==> src/rtl/ipv4_checksum_verify.sv <==
// ipv4_checksum_verify
//   Receive-side IPv4 header checksum checker. Packets arrive as 16-bit
//   big-endian words. Once per packet the block reports whether the header
//   checksum is correct, the checksum the header should carry, and the
//   one's-complement sum of the whole header.
//
// Ports
//   clk               rising-edge clock
//   sreset            synchronous active-high reset
//   in_valid          qualifies in_sop / in_last / in_data (no backpressure)
//   in_sop            first word of a packet
//   in_last           final word of a packet
//   in_data[15:0]     packet word, byte 0 in [15:8]
//   result_valid      single-cycle pulse, result fields valid
//   checksum_ok       header sum equals 16'hFFFF
//   header_error      bad version, IHL < 5, truncated or abandoned header
//   expected_checksum ~(sum of header words excluding word 5)
//   header_sum        one's-complement sum of all header words
module ipv4_checksum_verify (
  input  logic        clk,
  input  logic        sreset,
  input  logic        in_valid,
  input  logic        in_sop,
  input  logic        in_last,
  input  logic [15:0] in_data,
  output logic        result_valid,
  output logic        checksum_ok,
  output logic        header_error,
  output logic [15:0] expected_checksum,
  output logic [15:0] header_sum
);

  typedef enum logic [1:0] {IDLE, HEADER, SKIP} state_t;

  state_t      state;
  logic [3:0]  ihl;
  logic [4:0]  word_cnt;
  logic [15:0] sum_all;
  logic [15:0] sum_nock;

  logic [15:0] add_all;
  logic [15:0] add_nock;
  logic        hdr_done;
  logic        sop_bad;

  // End-around-carry addition; a single fold suffices since
  // FFFF + FFFF = 1FFFE folds to FFFF without a second carry.
  function automatic logic [15:0] oc_add(input logic [15:0] a, input logic [15:0] b);
    logic [16:0] s;
    s = {1'b0, a} + {1'b0, b};
    return s[15:0] + {15'd0, s[16]};
  endfunction

  always_comb begin
    add_all  = oc_add(sum_all, in_data);
    add_nock = (word_cnt == 5'd5) ? sum_nock : oc_add(sum_nock, in_data);
    hdr_done = (word_cnt == ({ihl, 1'b0} - 5'd1));
    sop_bad  = (in_data[15:12] != 4'd4) || (in_data[11:8] < 4'd5);
  end

  always_ff @(posedge clk) begin
    if (sreset) begin
      state             <= IDLE;
      ihl               <= '0;
      word_cnt          <= '0;
      sum_all           <= '0;
      sum_nock          <= '0;
      result_valid      <= 1'b0;
      checksum_ok       <= 1'b0;
      header_error      <= 1'b0;
      expected_checksum <= '0;
      header_sum        <= '0;
    end else begin
      result_valid <= 1'b0;
      if (in_valid) begin
        if (in_sop) begin
          // Abandon result first; a result from the new SOP word below
          // overrides it, so only one pulse is produced per cycle.
          if (state == HEADER) begin
            result_valid <= 1'b1;
            header_error <= 1'b1;
            checksum_ok  <= 1'b0;
          end
          ihl      <= in_data[11:8];
          word_cnt <= 5'd1;
          sum_all  <= in_data;
          sum_nock <= in_data;
          if (in_last || sop_bad) begin
            result_valid <= 1'b1;
            header_error <= 1'b1;
            checksum_ok  <= 1'b0;
            state        <= in_last ? IDLE : SKIP;
          end else begin
            state <= HEADER;
          end
        end else begin
          case (state)
            HEADER: begin
              sum_all  <= add_all;
              sum_nock <= add_nock;
              word_cnt <= word_cnt + 5'd1;
              if (hdr_done) begin
                result_valid      <= 1'b1;
                header_error      <= 1'b0;
                checksum_ok       <= (add_all == 16'hFFFF);
                expected_checksum <= ~add_nock;
                header_sum        <= add_all;
                state             <= in_last ? IDLE : SKIP;
              end else if (in_last) begin
                result_valid <= 1'b1;
                header_error <= 1'b1;
                checksum_ok  <= 1'b0;
                state        <= IDLE;
              end
            end
            SKIP: begin
              if (in_last) state <= IDLE;
            end
            IDLE: ;
            default: state <= IDLE;
          endcase
        end
      end
    end
  end

endmodule

==> config.mk <==
export PLATFORM = sky130hd
export DESIGN_NAME = ipv4_checksum_verify
export DESIGN_NICKNAME = d
export VERILOG_FILES = /design/src/rtl/ipv4_checksum_verify.sv
export SDC_FILE = /design/constraint.sdc
export NUM_CORES = 1
export LEC_CHECK = 0
export CORE_MARGIN = 2
export CORE_UTILIZATION = 40
export DETAILED_ROUTE_END_ITERATION = 16
export GPL_ROUTABILITY_DRIVEN = 0
export PLACE_DENSITY = 0.6
export REMOVE_ABC_BUFFERS = 1
export SLEW_MARGIN = 20
export SYNTH_ARGS = -nofsm -noshare
export SYNTH_HDL_FRONTEND = slang
export SYNTH_SLANG_ARGS = --single-unit
export TNS_END_PERCENT = 20
==> constraint.sdc <==
create_clock -name clk -period 5.63 [get_ports clk]
set_input_delay 1.126 -clock clk [delete_from_list [all_inputs] [get_ports clk]]
set_output_delay 1.126 -clock clk [all_outputs]
set_load 0.01 [all_outputs]
==> qor.yml <==
p_leak_nw: 2.649
dpl_cell_area_sq_um: 6416
synth_top_area_cell: "dfxtp_1"
floorplan.initialDensity_pct: 40.81
hold_buffers: 0
post-route-util_pct: 48.37
first_global_vias: 5326
die_w_um: 123.0
clk_pin_slew_ns: 0.06
tightest_slew_ns: 1.042
dp_hpwl_mm: 12.05
arrival_ns: 5.55
met1Wirelength_mm: 7.730
cp-end-kind: "flip-flop"
worstSetupPathType: "in -> reg"
synth_xor_area_share_pct: 8.878
slew_viol_final: 0
layout_min_cycle_time_ns: 5.249
synthMuxAreaShare_pct: 1.436
cap_violations: 0
io_pins: 56
avgSynthCellArea_sq_um: 7.729
nets: 843
synth.area.top_cells: "dfxtp_1 28%, ha_1 9.3%, nor2_1 6.9%"
yosysTopAreaCellShare_pct: 27.56
remaining_drc_errors: 0
fin_area_sq_um: 6714
fmax_mhz: 190.5
area_growth_syn_to_layout_pct: 18.51
cellPowerDensity_nw_per_um2: 244.4
wire_per_inst_um: 17.27
post-place-ws_ns: -0.1527
synth.distinct_cells: 68
synth_top_family_by_area: "simple AND/OR/NAND/NOR gates"
clock_latency_ns: 0.35
r2r_cells: 18
drtAntennaViolNets: 0
synthTopCellsByCount: "104 x nor2_1, 78 x dfxtp_1, 70 x nand2_1, 58 x a21oi_1, 42 x ha_1"
antenna_found_initial: 0
holdWs_ns: 0.4556
ys_seq_elements: 78
grt_max_degree: 72
drive_gt1_share_pct: 6.130
synth_edf_count: 0
rsz0062_at_grt: "no"
top_layer_used: "met4"
wl_met2_mm: 7.803
r2r_start: "sum_all[0]"
avgViaCountPerCell: 5.701
crit_start: "in_data[1]"
synth_warnings: 0
yosysSeqAreaShare_pct: 27.56
clockRootBuffer: "clkbuf_16"
worstHoldStart: "header_sum[0]"
setup_viol: 0
hold_class: "reg -> reg"
finalClockSkew_ns: 0.006777
final.setup.tns_ns: 0
met3_length_um: 786
syn-instance-count: 733
portBuffers: 55
drt-pass1-iter-count: 5
cts_sinks: 78
track_usage_pct: 23.33
period_share_pct: 93.23
antenna_cells: 0
synth_flop_cell: "dfxtp_1"
cp_data_required_time_ns: 5.93
cp-start-kind: "input pin"
status: "finished clean"
wl_mm: 16.63
vdd_ir_drop_max_v: 0.0001930
synth.most_common_cell: "nor2_1"
htreeDepth: 3
slew_headroom_pct: 30.56
synth-adder-area-share_pct: 9.982
synth_area_sq_um: 5665
fillers: 1392
async_flop_share_pct: 0
synth-simple-area-share_pct: 24.80
cts_buffer_depth: 2
first_iter_violations: 375
layout_setup_ws_ns: 0.3811
holdPathStages: 2
synth-compound-area-share_pct: 23.70
grt_pass1_wl_mm: 27.26
hold_viol_final: 0
overflow: 0
core_sq_um: 13880
vias: 5490
cts_buffers: 9
die_h_um: 123.0
cp_max_fo: 4
tritoncts: "done"
die-area_sq_um: 15130
placementRows: 43
-- worst max-delay path: stages --
cell and delay [ns]:
clkdlybuf4s50_1 0.62, inv_1 0.12, fa_1 0.48, nor2b_1 0.19
o31a_1 0.20, o21ai_1 0.13, a21o_1 0.23, a21boi_2 0.17
o21ai_0 0.09, a21boi_0 0.17, o21ai_0 0.09, nand2b_1 0.12
ha_1 0.18, and3_1 0.19, and4_1 0.23, and3_1 0.21
nand3_1 0.11, xnor3_1 0.31, nor2_1 0.06, o311ai_1 0.33
o211a_1 0.20
-- layout by cell type, fill, tap and decap left out, drive strengths merged, types with 11 or more instances in the layout --
cell type	n
nor2	104
dfxtp	78
nand2	70
a21oi	59
clkdlybuf4s50	53
ha	42
o21ai	41
xnor2	33
nor3	33
a211oi	22
xor2	21
inv	17
nand3	16
a21o	16
buf	16
o211ai	11
-- report_power, final --
| group | internal [mW] | total [mW] | switching [mW] |
|---|---|---|---|
| clock | 0.343 | 0.593 | 0.250 |
| sequential | 0.572 | 0.586 | 0.0147 |
| combinational | 0.185 | 0.462 | 0.277 |
-- metrics by stage --
step                      instances  power, mW
final                           963      1.641
after global routing            963      1.729
after CTS                       963      1.652
after detailed placement        947      1.052
after global placement          947      1.045
after floorplan                 697     0.9202
-- logic make-up (layout without fill, tap and decap cells) --
kind of cell | count (synthesis) | after routing
buf+inv | 54 | 104
flops | 78 | 78
xor+xnor | 55 | 55
compound gates | 205 | 205
simple gates | 289 | 289
fa+ha+maj | 44 | 44
mux | 8 | 8
-- per-layer routing --
layer / global-route usage [%] / up-vias
li1: - / 2745
met2: 38.26 / 144
met5: 0 / -
met4: 7.670 / 0
met3: 4.059 / 24
met1: 31.12 / 2577
-- registers in the layout, indices dropped and copies added (netlist names) --
name and flops:
checksum_ok 1, word_cnt 5, sum_all 16, result_valid 1
header_sum 16, state 2, sum_nock 16, header_error 1
ihl 4, expected_checksum 16
-- cell type report --
| cell class | instances | area, sq um | share of cell area (%) |
|---|---|---|---|
| multi-input combinational | 601 | 3908 | 58.20 |
| tap | 180 | 225.2 | 3.354 |
| sequential | 78 | 1562 | 23.26 |
| timing repair buffer | 70 | 660.6 | 9.840 |
| clock inverter | 6 | 62.56 | 0.9318 |
| inverter | 18 | 67.56 | 1.006 |
| clock buffer | 10 | 229.0 | 3.410 |
-- timing repair --
action                                  CTS  global route
buffers inserted                          0             0
endpoints found under the setup margin    0            17
resized for setup                         0             4
-- path summary, 6_finish.rpt --
kind / to / slack, ns
worst min-delay path: header_sum[0] / 0.46
worst max register to register: checksum_ok / 1.28
worst min register to register: header_sum[0] / 0.46
worst max-delay path: sum_nock[9] / 0.38
Note: power is estimated with default switching activity, not from simulation.
